==> src/rtl/echo_seq_ctrl_if.sv <==
// Echo sequencer bus: ADC-side sample timing and switch delay in, RAM strobes/addresses and
// status out.
//   data_valid    ADC sample-valid level
//   delay_sel     requested echo delay in samples
//   sample_strobe one-cycle pulse per accepted sample
//   ram_re/raddr  RAM read enable and address (data valid next cycle)
//   ram_we/waddr  RAM write enable and address
//   echo_en       buffer holds a full delay's worth of samples
//   overrun       sticky: sample edge arrived while busy
//   busy          sample operation in progress
// master: the ADC/datapath side that drives data_valid/delay_sel. slave: the controller.
interface echo_seq_ctrl_if #(
  parameter int unsigned ADDR_W = 10,
  parameter int unsigned DEL_W  = 10
);
  logic              data_valid;
  logic [DEL_W-1:0]  delay_sel;
  logic              sample_strobe;
  logic              ram_re;
  logic [ADDR_W-1:0] ram_raddr;
  logic              ram_we;
  logic [ADDR_W-1:0] ram_waddr;
  logic              echo_en;
  logic              overrun;
  logic              busy;

  modport master (
    output data_valid, delay_sel,
    input  sample_strobe, ram_re, ram_raddr, ram_we, ram_waddr, echo_en, overrun, busy
  );

  modport slave (
    input  data_valid, delay_sel,
    output sample_strobe, ram_re, ram_raddr, ram_we, ram_waddr, echo_en, overrun, busy
  );
endinterface

==> src/rtl/echo_seq_ctrl.sv <==
// Echo delay-line sequencer. Converts the ADC data_valid level into sample operations
// (READ, WAIT, WRITE) against an external circular sample RAM, tracks the programmed delay
// and reports when the buffer is primed.
//   sysclk  system clock (rising edge)
//   rst_n   asynchronous active-low reset
//   bus     echo_seq_ctrl_if slave modport (see interface for signal list)
module echo_seq_ctrl #(
  parameter int unsigned ADDR_W = 10,
  parameter int unsigned DEL_W  = 10
) (
  input logic            sysclk,
  input logic            rst_n,
  echo_seq_ctrl_if.slave bus
);

  localparam int unsigned Depth = 1 << ADDR_W;

  typedef enum logic [1:0] {StIdle, StRead, StWait, StWrite} state_e;

  state_e            state_q, state_d;
  logic              dv_prev_q;
  logic [ADDR_W-1:0] wp_q, wp_d;
  logic [ADDR_W-1:0] fill_q, fill_d;
  logic [ADDR_W-1:0] d_cur_q, d_cur_d;
  logic [ADDR_W-1:0] raddr_q, raddr_d;
  logic [ADDR_W-1:0] waddr_q, waddr_d;
  logic              overrun_q, overrun_d;
  logic              strobe_q, we_q, echo_en_q, busy_q;
  logic [ADDR_W-1:0] d_req;
  logic [31:0]       sel_ext;
  logic              dv_rise;

  assign dv_rise = bus.data_valid & ~dv_prev_q;
  assign sel_ext = 32'(bus.delay_sel);

  // A zero delay would read the slot being written; clamp into 1..Depth-1.
  always_comb begin
    d_req = ADDR_W'(sel_ext);
    if (sel_ext == 32'd0) begin
      d_req = ADDR_W'(1);
    end else if (sel_ext > 32'(Depth - 1)) begin
      d_req = '1;
    end
  end

  always_comb begin
    state_d   = state_q;
    wp_d      = wp_q;
    fill_d    = fill_q;
    d_cur_d   = d_cur_q;
    raddr_d   = raddr_q;
    waddr_d   = waddr_q;
    overrun_d = overrun_q;
    unique case (state_q)
      StIdle: begin
        if (d_req != d_cur_q) begin
          d_cur_d = d_req;
          fill_d  = '0;
        end
        if (dv_rise) begin
          state_d = StRead;
          // Uses the delay loaded this same cycle.
          raddr_d = wp_q - d_cur_d;
        end
      end
      StRead: begin
        state_d = StWait;
        if (dv_rise) overrun_d = 1'b1;
      end
      StWait: begin
        state_d = StWrite;
        waddr_d = wp_q;
        if (dv_rise) overrun_d = 1'b1;
      end
      StWrite: begin
        state_d = StIdle;
        wp_d    = wp_q + ADDR_W'(1);
        if (fill_q != d_cur_q) fill_d = fill_q + ADDR_W'(1);
        // Edge on the WRITE->IDLE transition is dropped too.
        if (dv_rise) overrun_d = 1'b1;
      end
      default: state_d = StIdle;
    endcase
  end

  // Outputs are registered from the next-state so they line up with the state they decode.
  always_ff @(posedge sysclk or negedge rst_n) begin
    if (!rst_n) begin
      state_q   <= StIdle;
      dv_prev_q <= 1'b1;
      wp_q      <= '0;
      fill_q    <= '0;
      d_cur_q   <= ADDR_W'(1);
      raddr_q   <= '0;
      waddr_q   <= '0;
      overrun_q <= 1'b0;
      strobe_q  <= 1'b0;
      we_q      <= 1'b0;
      echo_en_q <= 1'b0;
      busy_q    <= 1'b0;
    end else begin
      state_q   <= state_d;
      dv_prev_q <= bus.data_valid;
      wp_q      <= wp_d;
      fill_q    <= fill_d;
      d_cur_q   <= d_cur_d;
      raddr_q   <= raddr_d;
      waddr_q   <= waddr_d;
      overrun_q <= overrun_d;
      strobe_q  <= (state_d == StRead);
      we_q      <= (state_d == StWrite);
      echo_en_q <= (fill_d == d_cur_d);
      busy_q    <= (state_d != StIdle);
    end
  end

  assign bus.sample_strobe = strobe_q;
  assign bus.ram_re        = strobe_q;
  assign bus.ram_raddr     = raddr_q;
  assign bus.ram_we        = we_q;
  assign bus.ram_waddr     = waddr_q;
  assign bus.echo_en       = echo_en_q;
  assign bus.overrun       = overrun_q;
  assign bus.busy          = busy_q;

endmodule

==> src/flat_wrapper.sv <==
// flat-port wrapper written by rule: the top's interface ports become plain ports
module echo_seq_ctrl_flat 
#(
  parameter int unsigned ADDR_W = 10,
  parameter int unsigned DEL_W  = 10
)
  (sysclk, rst_n, bus_data_valid, bus_delay_sel, bus_sample_strobe, bus_ram_re, bus_ram_raddr, bus_ram_we, bus_ram_waddr, bus_echo_en, bus_overrun, bus_busy);
  echo_seq_ctrl_if #(.ADDR_W(ADDR_W), .DEL_W(DEL_W)) bus_i ();
  input logic sysclk;
  input logic rst_n;
  input wire logic [$bits(bus_i.data_valid)-1:0] bus_data_valid;
  input wire logic [$bits(bus_i.delay_sel)-1:0] bus_delay_sel;
  output wire logic [$bits(bus_i.sample_strobe)-1:0] bus_sample_strobe;
  output wire logic [$bits(bus_i.ram_re)-1:0] bus_ram_re;
  output wire logic [$bits(bus_i.ram_raddr)-1:0] bus_ram_raddr;
  output wire logic [$bits(bus_i.ram_we)-1:0] bus_ram_we;
  output wire logic [$bits(bus_i.ram_waddr)-1:0] bus_ram_waddr;
  output wire logic [$bits(bus_i.echo_en)-1:0] bus_echo_en;
  output wire logic [$bits(bus_i.overrun)-1:0] bus_overrun;
  output wire logic [$bits(bus_i.busy)-1:0] bus_busy;
  assign bus_i.data_valid = bus_data_valid;
  assign bus_i.delay_sel = bus_delay_sel;
  assign bus_sample_strobe = bus_i.sample_strobe;
  assign bus_ram_re = bus_i.ram_re;
  assign bus_ram_raddr = bus_i.ram_raddr;
  assign bus_ram_we = bus_i.ram_we;
  assign bus_ram_waddr = bus_i.ram_waddr;
  assign bus_echo_en = bus_i.echo_en;
  assign bus_overrun = bus_i.overrun;
  assign bus_busy = bus_i.busy;
  echo_seq_ctrl #(.ADDR_W(ADDR_W), .DEL_W(DEL_W)) u_core (.sysclk(sysclk), .rst_n(rst_n), .bus(bus_i));
endmodule
==> config.mk <==
export PLATFORM = sky130hd
export DESIGN_NAME = echo_seq_ctrl_flat
export DESIGN_NICKNAME = d
export VERILOG_FILES = /design/src/rtl/echo_seq_ctrl_if.sv /design/src/rtl/echo_seq_ctrl.sv /design/src/flat_wrapper.sv
export SDC_FILE = /design/constraint.sdc
export NUM_CORES = 1
export LEC_CHECK = 0
export CAP_MARGIN = 20
export CELL_PAD_IN_SITES_DETAIL_PLACEMENT = 0
export CELL_PAD_IN_SITES_GLOBAL_PLACEMENT = 1
export CORE_MARGIN = 1.5
export CORE_UTILIZATION = 25
export CTS_CLUSTER_DIAMETER = 80
export DETAILED_ROUTE_END_ITERATION = 12
export GPL_TIMING_DRIVEN = 1
export PLACE_DENSITY = 0.64
export SYNTH_ARGS = -nofsm -noshare
export SYNTH_HDL_FRONTEND = slang
export SYNTH_SLANG_ARGS = --single-unit
==> constraint.sdc <==
create_clock -name sysclk -period 2.4 [get_ports sysclk]
set_input_delay 0.36 -clock sysclk [delete_from_list [all_inputs] [get_ports sysclk]]
set_output_delay 0.36 -clock sysclk [all_outputs]
set_load 0.005 [all_outputs]
==> summary.md <==
| Metric | Value |
|---|---|
| Status | `finished with violations` |
| Failing checks | `setup timing` |
| Main synth FF type | `dfrtp_1` |
| CORE AREA | `~0.014 mm2` |
| Clock transition at path regs | `roughly 50 ps` |
| Area of the die | `between 0.01 and 0.015 mm2` |
| TritonRoute pass-1 iters | `4` |
| DP Wirelength | `between 8 and 9 mm` |
| Drc violations | `0` |
| Most frequent cells in the layout | `buf_4, dfrtp_1, nand2_1` |
| DRT antenna net count | `0` |
| Tot GR Track Use | `14.9%` |
| Clock latency at the later pin of the worst-skew pair | `330 ps` |
| PnR worst setup slack | `-86.8 ps` |
| FF+latch count, synth | `between 50 and 60` |
| Vias in the first global route | `between 3000 and 4000` |
| Period utilization | `104%` |
| Endpoints failing setup | `1` |
| Worst Path Max Fanout | `5` |
| Place WS | `-759 ps` |
| Final #Nets | `roughly 520` |
| CTS Buf Count | `9` |
| Critical Path End Type | `flip-flop` |
| DRT Wirelength | `around 10 mm` |
| GR Overflow Total | `0` |
| Slew @ Worst Pin | `between 500 and 600 ps` |
| Die Ht | `~120 um` |
| Main combinational cell family by area after synthesis | `simple AND/OR/NAND/NOR gates` |
| CTS root buf | `clkbuf_16` |
| Rel. slew slack | `65.7%` |
| Mux cell area share after synthesis | `~7%` |
| Area grow syn2layout | `51.9%` |
| Final worst path period need | `2490 ps` |
| CTS H-tree lvls | `3` |
| FFs w/ async S/R, synth | `100%` |
| R2r setup slk | `-90 ps` |
| Startpoint Class | `flip-flop` |
| Fin Clk Skew | `~4.7 ps` |
| Row count | `43` |
| RSZ-0062 raised after global routing | `true` |
| Die width | `~120 um` |
| Arrival time worst endpoint | `2710 ps` |
| Yosys warnings | `0` |
| Worst vdd ir | `a little over 0.0004 V` |
| Seq/Total Area, Yosys | `about 41%` |
| I/O pin count | `39` |
| Fraction of the mapped netlist area in simple logic gates | `16.5%` |
| CTS tree | `built` |
| Count of cell types in the netlist | `59` |
| Pin count of the biggest net entering global routing | `59` |
| Vias per std cell | `4.74` |
| Routability cong. | `slightly above 0.9` |
| Max Cap Violations | `0` |
| Synth Area in Adders | `under 10%` |
| Syn_nets | `approximately 390` |
| WP data required | `about 2600 ps` |
| F_max | `approximately 400 MHz` |
| Starting Density | `about 26%` |
| Port buffer count | `38` |
| Cells after Synth | `roughly 360` |
| Power per Cell Area | `1240 mW/mm2` |
| Syn avg cell area | `9.89 um2` |
| Pleak | `roughly 2.5 nW` |
| Dpl cell area | `just under 0.005 mm2` |
| Critical path type | `reg2reg` |
| Clock Sinks | `58` |
| First DRT Iteration DRCs | `202` |
| Total number of vias | `3216` |
| Diodes inserted | `0` |
| Hold/Removal Path Class | `in2async` |
| Slew Viols, Final | `0` |
| DR WL/cell | `approximately 15 um` |
| Post-Synth XOR/XNOR Area | `between 9 and 10%` |
| Layout cell share with drive strength beyond 1 | `between 30% and 40%` |
| Compound-gate portion of the synthesized area | `14.5%` |
| Post-route cell area | `about 0.0054 mm2` |
| Initial antenna violation count | `0` |
| Post-synth EDFFs | `0` |
| Cell Area, Synth | `0.00353 mm2` |
| Final hold vios | `0` |
| First-pass GRT wire length | `17.0 mm` |
| Most common cell after layout, fill and taps aside | `buf_4` |
| Clock buffer depth | `2` |
==> report_power, final <==
part | internal (mW) | switching (mW) | leakage, nW | total (mW)
logic | 1.90 | 1.69 | 1.55 | 3.59
clock network | 1.02 | 0.494 | 0.171 | 1.52
registers | 1.30 | 0.254 | 0.732 | 1.55
total | 4.22 | 2.44 | 2.45 | 6.66
==> cell families after synthesis <==
group,count (synthesis)
AND/OR/NAND/NOR,106
adder cells (fa/ha/maj),16
flip-flops,58
buffers and inverters,47
AO/OA/AOI/OAI,71
XOR/XNOR,36
multiplexers,23
==> cell usage after synthesis, drive strengths merged, types with 2 or more instances <==
master	number	share of area, %
ha	15	5.3
xor2	23	5.9
inv	33	3.5
dfstp	2	1.5
buf	9	1.8
nor2	15	1.6
o21ai	13	1.8
nand4	10	2.2
nand2	34	3.6
dfrtp	56	40
and3	7	1.4
or2	4	0.71
a21o	4	0.85
a31o	3	0.74
o311ai	3	0.74
mux2i	9	2.6
a22o	2	0.50
a21boi	3	0.64
mux2	14	4.5
nand2b	3	0.53
xnor2	13	3.2
a31oi	8	1.4
o31ai	6	1.3
a311oi	2	0.50
clkbuf	5	0.53
nor3	9	1.3
nand3	8	1.3
o21bai	2	0.42
a41oi	2	0.50
nor2b	4	0.71
a21oi	12	1.8
nor4	8	2.3
==> final timing paths <==
kind	start	to	cells after the start
setup / recovery	u_core.fill_q[8]	u_core.bus.echo_en	9
setup reg to reg	u_core.fill_q[8]	u_core.bus.echo_en	9
min in group sysclk	u_core.bus.overrun	u_core.bus.overrun	1
max in group asynchronous	rst_n	u_core.d_cur_q[0]	2
hold reg to reg	u_core.bus.overrun	u_core.bus.overrun	1
hold / removal	rst_n	u_core.bus.ram_raddr[5]	2
==> per-layer routing <==
metal	up-vias	GRT usage (%)	wire length, um
li1	1542	-	-
met1	1569	17.6	4300
met2	82	26.9	5360
met3	23	2.81	466
met4	0	5.15	236
met5	-	0	0
==> timing repair <==
action,in CTS,in global routing
resized for setup,61,12
hold buffers,0,0
setup endpoints to repair,5,5
setup buffers,4,4
pin swaps,26,19
gates cloned,0,0
==> cell type report <==
type	instances	area [um2]
Tap cell	180	225
Fill cell	1362	8460
Clock buffer	9	225
Sequential cell	58	1450
Inverter	33	124
Clock inverter	7	125
Multi-Input combinational cell	252	2060
Timing Repair Buffer	139	1150
==> worst max-delay path, cell delays in order, from the launching register on <==
cell       delay (ps)
dfrtp_1           410
xor2_2            200
nor4_4            270
buf_4             190
buf_4             140
nand4_4           150
and3_4            230
a2111oi_4         340
nand4b_1          160
nor4_2            300
==> flip-flops by register name, indices dropped and copies added, names as in the netlist <==
register              flops
u_core.state_q            2
u_core.bus.ram_waddr     10
u_core.bus.overrun        1
u_core.bus.ram_we         1
u_core.d_cur_q           10
u_core.bus.busy           1
u_core.dv_prev_q          1
u_core.bus.echo_en        1
u_core.bus.ram_raddr     10
u_core.wp_q              10
u_core.fill_q            10
u_core.bus.ram_re         1
==> per-stage QoR <==
step | hold slack (ps) | total power [mW] | TNS (ps) | instances | utilization, %
after floorplan | 64.4 | 3.18 | -72.4 | 357 | -
after global placement | 387 | 4.90 | -4330 | 656 | 34.7
after detailed placement | 392 | 4.92 | -4420 | 656 | 34.7
after CTS | 45.3 | 6.68 | -201 | 676 | 38.3
after global routing | 64.1 | 7.13 | -422 | 678 | 38.8
final | 41.7 | 6.66 | -86.8 | 678 | 38.8
Note: power is estimated with default switching activity, not from simulation.
